[src/rtl/bist_pkg.sv]
// Shared types and polynomial tables for the parameterised BIST adder.
// lfsr_poly() and misr_poly() return the tap set for a given adder WIDTH.
package bist_pkg;

   typedef enum logic [1:0] {
      IDLE = 2'd0,
      RUN  = 2'd1,
      DONE = 2'd2
   } state_t;

   // Left-shift Galois taps; the x^n term is implicit in the shifted-out msb.
   localparam logic [63:0] LFSR_POLY_16 = 64'h0000_0000_0000_6801;
   localparam logic [63:0] LFSR_POLY_32 = 64'h0000_0000_0040_0007;
   localparam logic [63:0] LFSR_POLY_64 = 64'hB000_0000_0000_0001;

   localparam logic [32:0] MISR_POLY_9  = 33'h0_0000_0011;
   localparam logic [32:0] MISR_POLY_17 = 33'h0_0000_0009;
   localparam logic [32:0] MISR_POLY_33 = 33'h0_0000_2001;

   function automatic logic [63:0] lfsr_poly(input int width);
      case (width)
         8:       return LFSR_POLY_16;
         16:      return LFSR_POLY_32;
         32:      return LFSR_POLY_64;
         default: return 64'h0;
      endcase
   endfunction

   function automatic logic [32:0] misr_poly(input int width);
      case (width)
         8:       return MISR_POLY_9;
         16:      return MISR_POLY_17;
         32:      return MISR_POLY_33;
         default: return 33'h0;
      endcase
   endfunction

endpackage

[src/rtl/bist_lfsr.sv]
// Left-shift Galois LFSR with synchronous load and step enable.
module bist_lfsr #(
   parameter int             LEN  = 32,
   parameter logic [LEN-1:0] POLY = {{(LEN-1){1'b0}}, 1'b1}
) (
   input  logic           clk,
   input  logic           rst_n,
   input  logic           load,
   input  logic [LEN-1:0] seed,
   input  logic           en,
   output logic [LEN-1:0] q
);

   logic [LEN-1:0] q_next;

   assign q_next = {q[LEN-2:0], 1'b0} ^ (q[LEN-1] ? POLY : '0);

   always_ff @(posedge clk or negedge rst_n) begin
      if (!rst_n) begin
         q <= '0;
      end else if (load) begin
         q <= seed;
      end else if (en) begin
         q <= q_next;
      end
   end

endmodule

[src/rtl/bist_adder_param.sv]
// Self-testing adder: LFSR operands, a+b compacted into a MISR over PATTERNS vectors.
// Optional golden compare on the pass output is enabled by defining BIST_GOLDEN_CHECK_EN.
module bist_adder_param
   import bist_pkg::*;
#(
   parameter int                  WIDTH    = 16,
   parameter int                  PATTERNS = 128,
   parameter logic [2*WIDTH-1:0]  SEED     = {{(2*WIDTH-1){1'b0}}, 1'b1}
) (
   input  logic           clk,
   input  logic           rst_n,
   input  logic           start,
   input  logic [WIDTH:0] golden,
   output logic           busy,
   output logic           finish,
   output logic [WIDTH:0] signature,
   output logic           pass
);

   localparam int              LEN      = 2 * WIDTH;
   localparam logic [63:0]     LFSR_TAB = lfsr_poly(WIDTH);
   localparam logic [LEN-1:0]  LFSR_P   = LFSR_TAB[LEN-1:0];
   localparam logic [32:0]     MISR_TAB = misr_poly(WIDTH);
   localparam logic [WIDTH:0]  MISR_P   = MISR_TAB[WIDTH:0];
   // An all-zero LFSR never leaves zero, so a zero seed is replaced by 1.
   localparam logic [LEN-1:0]  SEED_EFF = (SEED == '0) ? {{(LEN-1){1'b0}}, 1'b1} : SEED;
   localparam logic [15:0]     LAST     = 16'(PATTERNS - 1);

   if (!(WIDTH == 8 || WIDTH == 16 || WIDTH == 32)) begin : g_width_check
      $fatal(1, "bist_adder_param: WIDTH must be 8, 16 or 32");
   end

   if (PATTERNS < 1 || PATTERNS > 65535) begin : g_patterns_check
      $fatal(1, "bist_adder_param: PATTERNS must be within 1..65535");
   end

   state_t          state;
   state_t          state_next;
   logic            load;
   logic            step;
   logic            last;
   logic [LEN-1:0]  lfsr;
   logic [WIDTH-1:0] a;
   logic [WIDTH-1:0] b;
   logic [WIDTH:0]  sum;
   logic [WIDTH:0]  misr;
   logic [WIDTH:0]  misr_next;
   logic [15:0]     cnt;

   bist_lfsr #(
      .LEN  (LEN),
      .POLY (LFSR_P)
   ) u_lfsr (
      .clk   (clk),
      .rst_n (rst_n),
      .load  (load),
      .seed  (SEED_EFF),
      .en    (step),
      .q     (lfsr)
   );

   assign a         = lfsr[LEN-1:WIDTH];
   assign b         = lfsr[WIDTH-1:0];
   assign sum       = {1'b0, a} + {1'b0, b};
   assign misr_next = {misr[WIDTH-1:0], 1'b0} ^ (misr[WIDTH] ? MISR_P : '0) ^ sum;
   assign last      = (cnt == LAST);

   always_ff @(posedge clk or negedge rst_n) begin
      if (!rst_n) begin
         state <= IDLE;
      end else begin
         state <= state_next;
      end
   end

   // Start is only honoured outside RUN; a start during RUN is dropped.
   always_comb begin
      state_next = state;
      load       = 1'b0;
      step       = 1'b0;
      case (state)
         IDLE: begin
            if (start) begin
               state_next = RUN;
               load       = 1'b1;
            end
         end
         RUN: begin
            step = 1'b1;
            if (last) begin
               state_next = DONE;
            end
         end
         DONE: begin
            if (start) begin
               state_next = RUN;
               load       = 1'b1;
            end
         end
         default: begin
            state_next = IDLE;
         end
      endcase
   end

   always_ff @(posedge clk or negedge rst_n) begin
      if (!rst_n) begin
         misr <= '0;
         cnt  <= '0;
      end else if (load) begin
         misr <= '0;
         cnt  <= '0;
      end else if (step) begin
         misr <= misr_next;
         cnt  <= cnt + 16'd1;
      end
   end

   assign busy      = (state == RUN);
   assign finish    = (state == DONE);
   assign signature = misr;

`ifdef BIST_GOLDEN_CHECK_EN
   logic pass_q;

   // Compare against the final MISR value being written on the RUN-to-DONE edge.
   always_ff @(posedge clk or negedge rst_n) begin
      if (!rst_n) begin
         pass_q <= 1'b0;
      end else if (load) begin
         pass_q <= 1'b0;
      end else if (step && last) begin
         pass_q <= (misr_next == golden);
      end
   end

   assign pass = pass_q;
`else
   logic unused_golden;

   assign unused_golden = ^golden;
   assign pass          = 1'b0;
`endif

endmodule

[config.mk]
export PLATFORM = sky130hd
export DESIGN_NAME = bist_adder_param
export DESIGN_NICKNAME = d
export VERILOG_FILES = /design/src/rtl/bist_pkg.sv /design/src/rtl/bist_lfsr.sv /design/src/rtl/bist_adder_param.sv
export SDC_FILE = /design/constraint.sdc
export NUM_CORES = 1
export LEC_CHECK = 0
export CAP_MARGIN = 20
export CORE_ASPECT_RATIO = 1.2
export CORE_UTILIZATION = 50
export DETAILED_ROUTE_END_ITERATION = 8
export HOLD_SLACK_MARGIN = 0.05
export PLACE_DENSITY = 0.72
export SKIP_CTS_REPAIR_TIMING = 1
export SLEW_MARGIN = 10
export SYNTH_ARGS = -nofsm -noshare
export SYNTH_HDL_FRONTEND = slang
export SYNTH_SLANG_ARGS = --single-unit
export TNS_END_PERCENT = 5
[constraint.sdc]
create_clock -name clk -period 3.6 [get_ports clk]
set_input_delay 1.08 -clock clk [delete_from_list [all_inputs] [get_ports clk]]
set_output_delay 1.08 -clock clk [all_outputs]
set_load 0.1 [all_outputs]
# [Word level (Yosys, flattened, before mapping)]
# Index checks and enable logic that the tools add are counted.
# Widths: inputs -> output; s select.
[op_classes] addsub=2 eq_ne=5 n_mux=14 bitwise_logic=3 reduce_logical=4
[op_table] operator="$mux 32" count=2
[op_table] operator="$mux 17" count=2
[op_table] operator="$mux 16" count=2
[op_table] operator="$xor 32x32->32" count=1
[op_table] operator="$mux 23" count=1
[op_table] operator="$add 16x16->17" count=1
[op_table] operator="$xor 17x17->17" count=1
[op_table] operator="$xor 17x4->17" count=1
[op_table] operator="$add 16x1->16 const B" count=1
[op_table] operator="$eq 16x7->1 const B" count=1
[op_table] operator="$mux 2" count=2
[op_table] operator="$mux 4" count=1
[op_table] operator="$ne 2x1->1 const B" count=2
[op_table] operator="$pmux 2 s2" count=1
[op_table] operator="$mux 1" count=3
[op_table] operator="$eq 2x1->1 const B" count=1
[op_table] operator="$eq 2x2->1 const B" count=1
[op_table] operator="$logic_not 2->1" count=1
[op_table] operator="$reduce_and 2->1" count=1
[op_table] operator="$reduce_bool 2->1" count=1
[op_table] operator="$reduce_or 2->1" count=1
[word_totals] register_bits=67 elab_cells=32

# [Depth between registers and ports, before layout]
# Gate-level depths: netlist (run 1).
[depth] depth_word=5 ltp_mapped=9 depth_no_buf=9

# [Cells and area by module]
# A second synthesis (run 1) with hierarchy kept.
[hier_totals] hier_cells=417 hier_area_um2=3906.2
[modules_own_cells] mod="bist_adder_param" instances=1 cells_each=273 area_each_um2=2394.8 seq_area_each_um2=875.8
[modules_own_cells] mod="bist_lfsr" instances=1 cells_each=144 area_each_um2=1511.4 seq_area_each_um2=800.8

# [Worst setup path after synthesis (run 1)]
# No wires, ideal clock.
[synth_path] path_type="register to output" from="register state[0]" to="output finish" arrival_ns=1.759 required_ns=2.520 slack_ns=0.761 path_stages_with_launch=2 n_path_buf=0 path_cell_list="dfrtp_1 -> nor2b_1"
[synth_via] elab_chain_cells=1
[synth_rtl] element="start: declaration" line_no="bist_adder_param.sv:37" text="state_t state;"
[synth_rtl] element="start signal: assignment" line_no="bist_adder_param.sv:72" text="state <= state_next;"
[synth_rtl] element="$eq 2x2->1" line_no="bist_adder_param.sv:120" text="assign finish = (state == DONE);"
[synth_rtl] element="end: declaration" line_no="bist_adder_param.sv:15" text="output logic finish,"
# Every way passes these cells.

# [Final worst setup path (run 1)]
[layout_path] from="register state[1]" to="output busy"
[layout_via] elab_chain_cells=1
[layout_rtl] element="$eq 2x1->1" line_no="bist_adder_param.sv:119" text="assign busy = (state == RUN);"
[layout_rtl] element="end: declaration" line_no="bist_adder_param.sv:14" text="output logic busy,"
# Every way passes these cells.

==> impl_metrics.csv, run 1 <==
group,metric,value,unit
run_status,status,"complete, no violations",
clocking,cts_root_buf,"clkbuf_8",
clocking,clockBufferDepth,2,
logic_synthesis,yosysTopAreaCellShare,0.473,
clocking,clk_pin_slew,0.07,ns
setup_path,r2r-end,"signature[16]",
setup_path,cpMaxStageDelayCell,"dfrtp_1",
floorplan,core,0.00685,sq mm
detailed_routing,drtIter0Drc,141,
global_route,grt-ovfl-total,0,
clocking,htreeDepth,3,
logic_synthesis,ys_top_cells_by_area,"dfrtp_1 47%, a22o_1 7.2%, xnor2_1 6.4%",
detailed_routing,drtAntennaViolNets,0,
sta,min_period_over_period,0.755,
detailed_routing,drc,0,
layout,fillers,617,
detailed_routing,viasPerCell,5.83,
sta,setup_viol,0,
logic_synthesis,synth_fp_nets,391,
sta,fin_crit,2.72,ns
logic_synthesis,yosysWarningCount,0,
layout,diodes,0,
setup_path,worstSetupEndpoint,"busy",
global_route,antenna_found_initial,0,
detailed_routing,drt_wl_total,7.45,mm
clocking,insertion_delay,0.35,ns
clocking,cts_tree,"built",
layout,layout_common_cells,"67 x dfrtp_1, 45 x nand2_1, 31 x o21ai_0",
layout,layout_commonest_cell,"dfrtp_1",
sta,finalWorstSetupSlack,0.881,ns
placed_design,port_buffers,21,
sta,slew_violations,0,
sta,max_slew_margin,0.342,
logic_synthesis,postSynthAreaPerCell,10.0,sq um
power_and_ir_drop,irDropWorstVdd,0.000268,V
layout,final_layout_size_suffix_gt1_frac,0.108,
detailed_routing,drtPass1Iterations,5,
setup_path,critical-path-top-delay-family,"buffers and inverters",
sta,fin_worst_skew,0.00527,ns
logic_synthesis,synth_top_cell_by_area,"dfrtp_1",
power_and_ir_drop,p_total,0.00145,W
floorplan,initial_core_util,0.517,
floorplan,fp.dieW,78.9,microns
setup_path,worstPathMaxFanout,31,
logic_synthesis,ys_ff_latch,67,
global_route,grt_pass1_wl,13.0,mm
clocking,cts_buffers,9,
global_route,grt_max_degree,68,
setup_path,reg2reg_from,"u_lfsr.q[0]",
sta,tightestPinTransition,0.984,ns
logic_synthesis,yosysSeqAreaShare,0.473,
detailed_routing,num_vias,2712,
logic_synthesis,synth_edf_count,0,
setup_path,arrival,1.64,ns
setup_path,path_depth,4,
setup_path,crit_path_start,"state[1]",
floorplan,die-area,0.00743,sq mm
placed_design,hpwlAfterDp,4.89,mm
layout,post-route-util,0.583,
setup_path,worstSetupStartpointType,"flip-flop",
sta,final_hold_viol_count,0,
setup_path,worstSetupPathType,"flip-flop to output port",
setup_path,reg2reg_setup_slack,1.04,ns
logic_synthesis,async_flop_share,1.00,
layout,syn_to_final_growth,12.7,%
setup_path,cpPeakStageDelay,0.37,ns
power_and_ir_drop,power_leakage,1.75,nW
sta,rsz0062_at_grt,"no",
power_and_ir_drop,p_per_area,363,mW/mm^2
floorplan,io-pin-count,40,
setup_path,cp.required,2.52,ns
logic_synthesis,syn_area,0.00354,sq mm
logic_synthesis,yosys.cell_types.count,42,
floorplan,die_h,94.2,microns
sta,setup_tns,0,ns
floorplan,rows,33,
setup_path,critPathCaptureType,"output port",
logic_synthesis,yosys_most_used_dff,"dfrtp_1",
clocking,cts.sinks,67,
sta,timing.hold.ws,0.491,ns
min_path,hold_path_class,"flip-flop to flip-flop",
sta,fmax,368,MHz
flow_run,maxCapViolations,0,
global_route,grt_pass1_vias,2709,
setup_path,path_buf_inv,3,
setup_path,crit_chain,"nand2b_1 > buf_4 > inv_2 > buf_12",
global_route,grt_usage,0.230,
layout,layout.nets,412,
setup_path,rr_worst_depth,9,
logic_synthesis,synthCells,353,
placed_design,pre_cts_ws,0.642,ns
placed_design,place.gp.congestion,0.803,
detailed_routing,route.detailed.wl_per_inst,16.0,microns
## routing by layer
layer | share of wire | vias to the layer above | GRT usage | wire length [microns]
li1 | - | 1326 | - | -
met1 | 0.46 | 1342 | 0.289 | 3440
met2 | 0.49 | 38 | 0.376 | 3670
met3 | 0.031 | 6 | 0.0573 | 234
met4 | 0.015 | 0 | 0.0939 | 111
met5 | 0 | - | 0 | 0
## area by class of cell
type,instances,area [sq um],share of cell area
clock buffers,13,159,0.0398
clock inverters,2,35.0,0.00877
inverters,7,26.3,0.00658
multi-input cells,264,1790,0.448
flip-flops and latches,67,1680,0.420
well taps,87,109,0.0272
repair buffers,25,200,0.0501
## state kept, by name, indices dropped and copies added, names as in the netlist
signal	flops
u_lfsr.q	32
state	2
signature	17
cnt	16
## stage by stage
step / instances / instance area, sq um
2_1_floorplan: 353 / 3540
3_3_place_gp: 450 / 3800
3_5_place_dp: 450 / 3800
4_1_cts: 465 / 4000
5_1_grt: 465 / 4000
6_report: 465 / 4000
## cell usage after synthesis, types with 4 or more instances
master	count
inv_1	6
mux2i_1	5
clkbuf_1	9
and3_1	4
nand3_1	11
nand2_1	45
nor3_1	4
dfrtp_1	67
nor2_1	17
a21oi_1	11
o21ai_0	31
a21o_1	4
a22o_1	29
xor2_1	9
a31oi_1	7
buf_1	5
ha_1	17
nand4_1	9
xnor2_1	26
## report_power, final
part	leakage (nW)	switching, W	internal (W)
registers	0.776	0.0000133	0.000764
clock network	0.0995	0.000271	0.000353
logic	0.869	0.0000337	0.0000130
## worst min-delay path by stage
stage	from	end	slack (ns)	cells past startpoint
6_report	cnt[6]	cnt[6]	0.49	1
5_1_grt	cnt[10]	cnt[10]	0.53	1
4_1_cts	cnt[6]	cnt[6]	0.50	1
3_5_place_dp	cnt[6]	cnt[6]	0.49	1
3_3_place_gp	cnt[4]	cnt[4]	0.47	1
2_1_floorplan	cnt[6]	cnt[6]	0.45	1
## worst reg2reg max path, delay by kind of cell, from the launching register on
family / cells / cell delay [ns]
fa+ha+maj: 2 / 0.43
simple gates: 2 / 0.29
compound gates: 4 / 1.29
buf+inv: 1 / 0.07
flops: 1 / 0.41
## logic make-up (layout without fill, tap and decap cells)
family,count (synthesis),after routing,synth area share
AND/OR/NAND/NOR,100,100,0.129
other,1,1,0.00106
buffers and inverters,22,47,0.0244
adder cells (fa/ha/maj),18,18,0.0657
XOR/XNOR,35,35,0.0865
flip-flops,67,67,0.473
multiplexers,5,5,0.0141
AO/OA/AOI/OAI,105,105,0.206
Power figures use the tool's default switching activity.
==> run 2, diff against run 1 <==
==> constraint.sdc (replaced) <==
create_clock -name clk -period 2.6 [get_ports clk]
set_input_delay 0.78 -clock clk [delete_from_list [all_inputs] [get_ports clk]]
set_output_delay 0.78 -clock clk [all_outputs]
set_load 0.1 [all_outputs]
==> run 2 against run 1 <==
  * Sequential power rose by 39%
  * Sequential share of layout area is 0.43 points lower
  * Worst hold slack worse by 0.041 ns
  * Worst setup slack worse by 0.69 ns
  * First-iteration DRC count fell by 3.5%
  * Critical path depth rose by 5
  * Non-clock buffer count increased by 1
  * Utilization increased by 0.60 points
  * Die area stayed put
  * Clock power is 38% higher
  * Design area up 1.0%
  * Count of clock-buffer cells in the layout unchanged
  * Largest cell class unchanged
==> impl_metrics.csv, run 2 (synthesis gave the netlist of run 1 again) <==
group,metric,value,unit
setup_path,crit_chain,"ha_1 > inv_1 > fa_1 > and2b_1 > o2111ai_2 > a31oi_4 > a2111o_1 > a2111o_1 > nand3_1",
setup_path,path_buf_inv,1,
flow_run,maxCapViolations,0,
layout,diodes,0,
clocking,cts.sinks,67,
detailed_routing,drt_wl_total,7.31,mm
global_route,use_met1,0.286,
power_and_ir_drop,irDropWorstVdd,0.000360,V
global_route,grt_pass1_wl,12.3,mm
floorplan,die-area,0.00743,sq mm
placed_design,port_buffers,21,
power_and_ir_drop,p_per_area,497,mW/mm^2
run_status,status,"complete, no violations",
detailed_routing,drtAntennaViolNets,0,
clocking,cts_tree,"built",
clocking,clockBufferDepth,2,
floorplan,die_h,94.2,microns
clocking,htreeDepth,3,
detailed_routing,drc,0,
setup_path,worstPathMaxFanout,4,
placed_design,place.gp.congestion,0.831,
floorplan,rows,33,
clocking,insertion_delay,0.33,ns
layout,largest_register,"u_lfsr.q",
floorplan,initial_core_util,0.517,
setup_path,worstSetupPathType,"flip-flop to flip-flop",
setup_path,cpMaxStageDelayCell,"dfrtp_1",
sta,min_period_over_period,0.927,
power_and_ir_drop,power_leakage,1.76,nW
layout,largest_register_ffs,32,
sta,max_slew_margin,0.292,
global_route,grt-ovfl-total,0,
min_path,hold_path_class,"input pin to async pin",
sta,fin_crit,2.41,ns
global_route,grt_usage,0.216,
global_route,met2_usage,0.350,
placed_design,hpwlAfterDp,4.86,mm
layout,fillers,592,
setup_path,cpPeakStageDelay,0.41,ns
layout,syn_to_final_growth,13.9,%
power_and_ir_drop,switching_share,0.219,
layout,multi_input_area,0.00181,sq mm
setup_path,critPathCaptureType,"flip-flop",
global_route,busiest_layer,"met2",
detailed_routing,drtPass1Iterations,4,
detailed_routing,route.detailed.wl_per_inst,15.7,microns
global_route,grt_max_degree,68,
sta,rsz0062_at_grt,"no",
sta,slew_violations,0,
detailed_routing,viasPerCell,5.83,
layout,layout_commonest_cell,"dfrtp_1",
setup_path,rr_worst_depth,9,
sta,setup_viol,0,
power_and_ir_drop,clock_power_share,0.430,
sta,fin_worst_skew,0.0109,ns
detailed_routing,num_vias,2715,
power_and_ir_drop,power_frac_seq,0.536,
sta,tightestPinTransition,1.06,ns
layout,regArea,0.00168,sq mm
detailed_routing,drtIter0Drc,136,
layout,layout_common_cells,"67 x dfrtp_1, 45 x nand2_1, 31 x o21ai_0",
clocking,clk_pin_slew,0.07,ns
clocking,cts_root_buf,"clkbuf_8",
sta,final_hold_viol_count,0,
sta,setup_tns,0,ns
floorplan,fp.dieW,78.9,microns
floorplan,core,0.00685,sq mm
global_route,antenna_found_initial,0,
clocking,cts_buffers,9,
placed_design,pre_cts_ws,0.0594,ns
setup_path,worstSetupStartpointType,"flip-flop",
setup_path,arrival,2.67,ns
setup_path,cpMostUsedCell,"a2111o_1",
global_route,grt_util_met3,0.0388,
global_route,grt_pass1_vias,2597,
setup_path,critical-path-top-delay-family,"compound AO/OA/AOI/OAI gates",
layout,final_layout_size_suffix_gt1_frac,0.116,
sta,finalWorstSetupSlack,0.191,ns
setup_path,path_depth,9,
power_and_ir_drop,p_int,0.00157,W
sta,fmax,415,MHz
power_and_ir_drop,p_switching,0.000439,W
floorplan,io-pin-count,40,
power_and_ir_drop,combPwrFrac,0.034,
setup_path,cp.required,2.86,ns
layout,layout.nets,413,
## run 2: path summary, 6_finish.rpt
check	start	to	slack [ns]
max in group asynchronous	rst_n	u_lfsr.q[24]	1.85
worst min register to register	cnt[6]	cnt[6]	0.48
worst max-delay path	u_lfsr.q[0]	signature[16]	0.19
worst max register to register	u_lfsr.q[0]	signature[16]	0.19
min in group clk	cnt[6]	cnt[6]	0.48
worst min-delay path	rst_n	state[0]	0.45
## run 2: area by class of cell
cell class                      instances  share of cell area
Clock buffer                           13              0.0394
Clock inverter                          2             0.00868
Inverter                                7             0.00651
Multi-Input combinational cell        264               0.449
Sequential cell                        67               0.415
Tap cell                               87              0.0270
Timing Repair Buffer                   26              0.0546
## run 2: metrics by stage
stage | total power (W) | utilization | instance area (sq um) | std cells | hold slack (ns)
5_1_grt | 0.00208 | 0.589 | 4040 | 466 | 0.473
2_1_floorplan | 0.00113 | - | 3540 | 353 | 0.449
3_5_place_dp | 0.00116 | 0.558 | 3820 | 451 | 0.478
3_3_place_gp | 0.00116 | 0.558 | 3820 | 451 | 0.478
6_report | 0.00201 | 0.589 | 4040 | 466 | 0.451
4_1_cts | 0.00202 | 0.586 | 4020 | 466 | 0.469
## run 2: power by group through the flow
stage / registers (W) / clock network, W / logic (W)
floorplan: 0.00110 / 0 / 0.0000300
global placement: 0.00109 / 0 / 0.0000682
detailed placement: 0.00110 / 0 / 0.0000689
CTS: 0.00108 / 0.000877 / 0.0000692
global route: 0.00108 / 0.000930 / 0.0000764
finish: 0.00108 / 0.000863 / 0.0000673
## run 2: per-layer routing
layer	routed length, microns	vias to the layer above
li1	-	1329
met1	3450	1334
met2	3530	42
met3	212	10
met4	114	0
met5	0	-
==> run 3, diff against run 2 <==
--- a/config.mk
+++ b/config.mk
@@ -9,6 +9,7 @@
 export CORE_ASPECT_RATIO = 1.2
 export CORE_UTILIZATION = 50
 export DETAILED_ROUTE_END_ITERATION = 8
+export GPL_TIMING_DRIVEN = 0
 export HOLD_SLACK_MARGIN = 0.05
 export PLACE_DENSITY = 0.72
 export SKIP_CTS_REPAIR_TIMING = 1
@@ -16,4 +17,4 @@
 export SYNTH_ARGS = -nofsm -noshare
 export SYNTH_HDL_FRONTEND = slang
 export SYNTH_SLANG_ARGS = --single-unit
-export TNS_END_PERCENT = 5
+export TNS_END_PERCENT = 100
==> constraint.sdc (replaced) <==
create_clock -name clk -period 2.6 [get_ports clk]
set_input_delay 0.39 -clock clk [delete_from_list [all_inputs] [get_ports clk]]
set_output_delay 0.39 -clock clk [all_outputs]
set_load 0.1 [all_outputs]
==> run 3 against run 2 <==
  * Register-to-register slack got worse by 0.09 ns
  * Worst setup slack got worse by 0.094 ns
  * Utilization grew 1.6 points
  * Die area stayed put
  * Clock power up 7.9%
  * Final cell count is 3.2% higher
  * Design area up 2.7%
  * First-iteration DRC count rose by 80%
  * Count of clock-buffer cells in the layout decreased by 1
  * Largest power group unchanged
==> impl_metrics.csv, run 3 (synthesis gave the netlist of run 1 again) <==
group,metric,value,unit
floorplan,fp.dieW,78.9,microns
layout,diodes,0,
sta,final_hold_viol_count,0,
min_path,hold_path_class,"input pin to async pin",
floorplan,die-area,0.00743,sq mm
power_and_ir_drop,p_per_area,502,mW/mm^2
clocking,clk_pin_slew,0.07,ns
detailed_routing,drtIter0Drc,245,
sta,max_slew_margin,0.349,
layout,final_layout_size_suffix_gt1_frac,0.0711,
placed_design,place.gp.congestion,0.820,
placed_design,pre_cts_ws,-0.192,ns
global_route,grt_pass1_vias,2662,
layout,fin_area,0.00415,sq mm
sta,timing.hold.ws,0.416,ns
setup_path,reg2reg_setup_slack,0.1,ns
power_and_ir_drop,power_leakage,1.76,nW
sta,fin_crit,2.50,ns
detailed_routing,viasPerCell,5.88,
global_route,grt_usage,0.243,
setup_path,arrival,2.79,ns
clocking,htreeDepth,3,
sta,fmax,400,MHz
layout,largest_register_ffs,32,
global_route,grt-ovfl-total,0,
sta,tightestPinTransition,0.973,ns
detailed_routing,drtPass1Iterations,4,
setup_path,critPathCaptureType,"flip-flop",
setup_path,crit_path_start,"u_lfsr.q[0]",
setup_path,worstSetupStartpointType,"flip-flop",
floorplan,initial_core_util,0.517,
placed_design,port_buffers,21,
global_route,grt_max_degree,58,
clocking,insertion_delay,0.35,ns
detailed_routing,drt_wl_total,8.44,mm
floorplan,core,0.00685,sq mm
setup_path,cp.required,2.89,ns
setup_path,worstPathMaxFanout,4,
clocking,cts_tree,"built",
sta,fin_worst_skew,0.00813,ns
sta,finalWorstSetupSlack,0.0969,ns
setup_path,reg2reg_from,"u_lfsr.q[0]",
layout,layout.nets,427,
detailed_routing,num_vias,2828,
power_and_ir_drop,clock_power_share,0.448,
flow_run,maxCapViolations,0,
power_and_ir_drop,p_int,0.00160,W
power_and_ir_drop,combPwrFrac,0.035,
power_and_ir_drop,p_switching,0.000480,W
placed_design,hpwlAfterDp,5.69,mm
sta,setup_viol,0,
run_status,status,"complete, no violations",
clocking,clockBufferDepth,2,
floorplan,die_h,94.2,microns
placed_design,place_area,0.00389,sq mm
floorplan,io-pin-count,40,
power_and_ir_drop,irDropWorstVdd,0.000469,V
global_route,antenna_found_initial,0,
clocking,cts_buffers,9,
setup_path,worstSetupPathType,"flip-flop to flip-flop",
global_route,grt_pass1_wl,13.5,mm
layout,layout_common_cells,"67 x dfrtp_1, 45 x nand2_1, 31 x o21ai_0",
sta,slew_violations,0,
clocking,cts.sinks,67,
detailed_routing,drtAntennaViolNets,0,
detailed_routing,route.detailed.wl_per_inst,17.5,microns
floorplan,rows,33,
power_and_ir_drop,power_frac_seq,0.517,
layout,fillers,591,
setup_path,r2r-end,"signature[16]",
setup_path,rr_worst_depth,9,
detailed_routing,drc,0,
power_and_ir_drop,switching_share,0.231,
layout,syn_to_final_growth,16.9,%
clocking,cts_root_buf,"clkbuf_8",
layout,layout_commonest_cell,"dfrtp_1",
sta,min_period_over_period,0.963,
layout,largest_register,"u_lfsr.q",
==> run 3: cell count changes in the layout (fill, tap and decap cells not counted), sizes merged <==
cell	previous run	this run
dlygate4sd3	0	1
clkinvlp	0	1
clkinv	1	2
clkdlybuf4s50	1	19
clkbuf	13	22
buf	25	10
==> run 3: power groups by stage <==
stage                     clock (W)  sequential [W]  combinational (W)
after floorplan                   0         0.00110          0.0000300
after global placement            0         0.00109          0.0000663
after detailed placement          0         0.00110          0.0000727
after CTS                  0.000938         0.00108          0.0000731
after global routing       0.000980         0.00108          0.0000817
final                      0.000931         0.00108          0.0000724
==> run 3: per-stage QoR <==
step                      cells   util  power [W]  TNS [ns]
after floorplan             353      -    0.00113         0
after global placement      461  0.564    0.00116    -71.76
after detailed placement    462  0.567    0.00117    -0.192
after CTS                   478  0.598    0.00209    -0.561
after global routing        481  0.605    0.00214   -0.0196
final                       481  0.605    0.00208         0
==> run 3: routing by layer <==
layer / share of wire / wire length, microns / GRT usage / up-vias
met5: 0 / 0 / 0 / -
met4: 0.022 / 184 / 0.117 / 0
met3: 0.035 / 298 / 0.0388 / 14
met2: 0.49 / 4170 / 0.389 / 52
met1: 0.45 / 3790 / 0.320 / 1405
li1: - / - / - / 1357
==> run 3: final cells by class <==
type | instances | area, sq um | area share
well taps | 87 | 109 | 0.0263
inverters | 7 | 26.3 | 0.00634
repair buffers | 25 | 255 | 0.0616
plain buffers | 15 | 60.1 | 0.0145
multi-input cells | 264 | 1810 | 0.436
clock inverters | 4 | 47.5 | 0.0115
flip-flops and latches | 67 | 1680 | 0.404
clock buffers | 12 | 165 | 0.0398
==> run 3: worst max path at each step <==
stage                          endpoint
after detailed placement           busy
after global routing      signature[16]
final                     signature[16]
after CTS                          busy
after global placement     signature[6]
after floorplan           signature[16]
==> run 3: worst max-delay path, cell delays in order (launching register included) <==
cell       delay [ns]
dfrtp_1          0.41
ha_1             0.23
inv_1            0.07
fa_2             0.20
and2b_1          0.20
o2111ai_2        0.26
a31oi_4          0.16
a2111o_1         0.45
a2111o_1         0.37
nand3_1          0.08
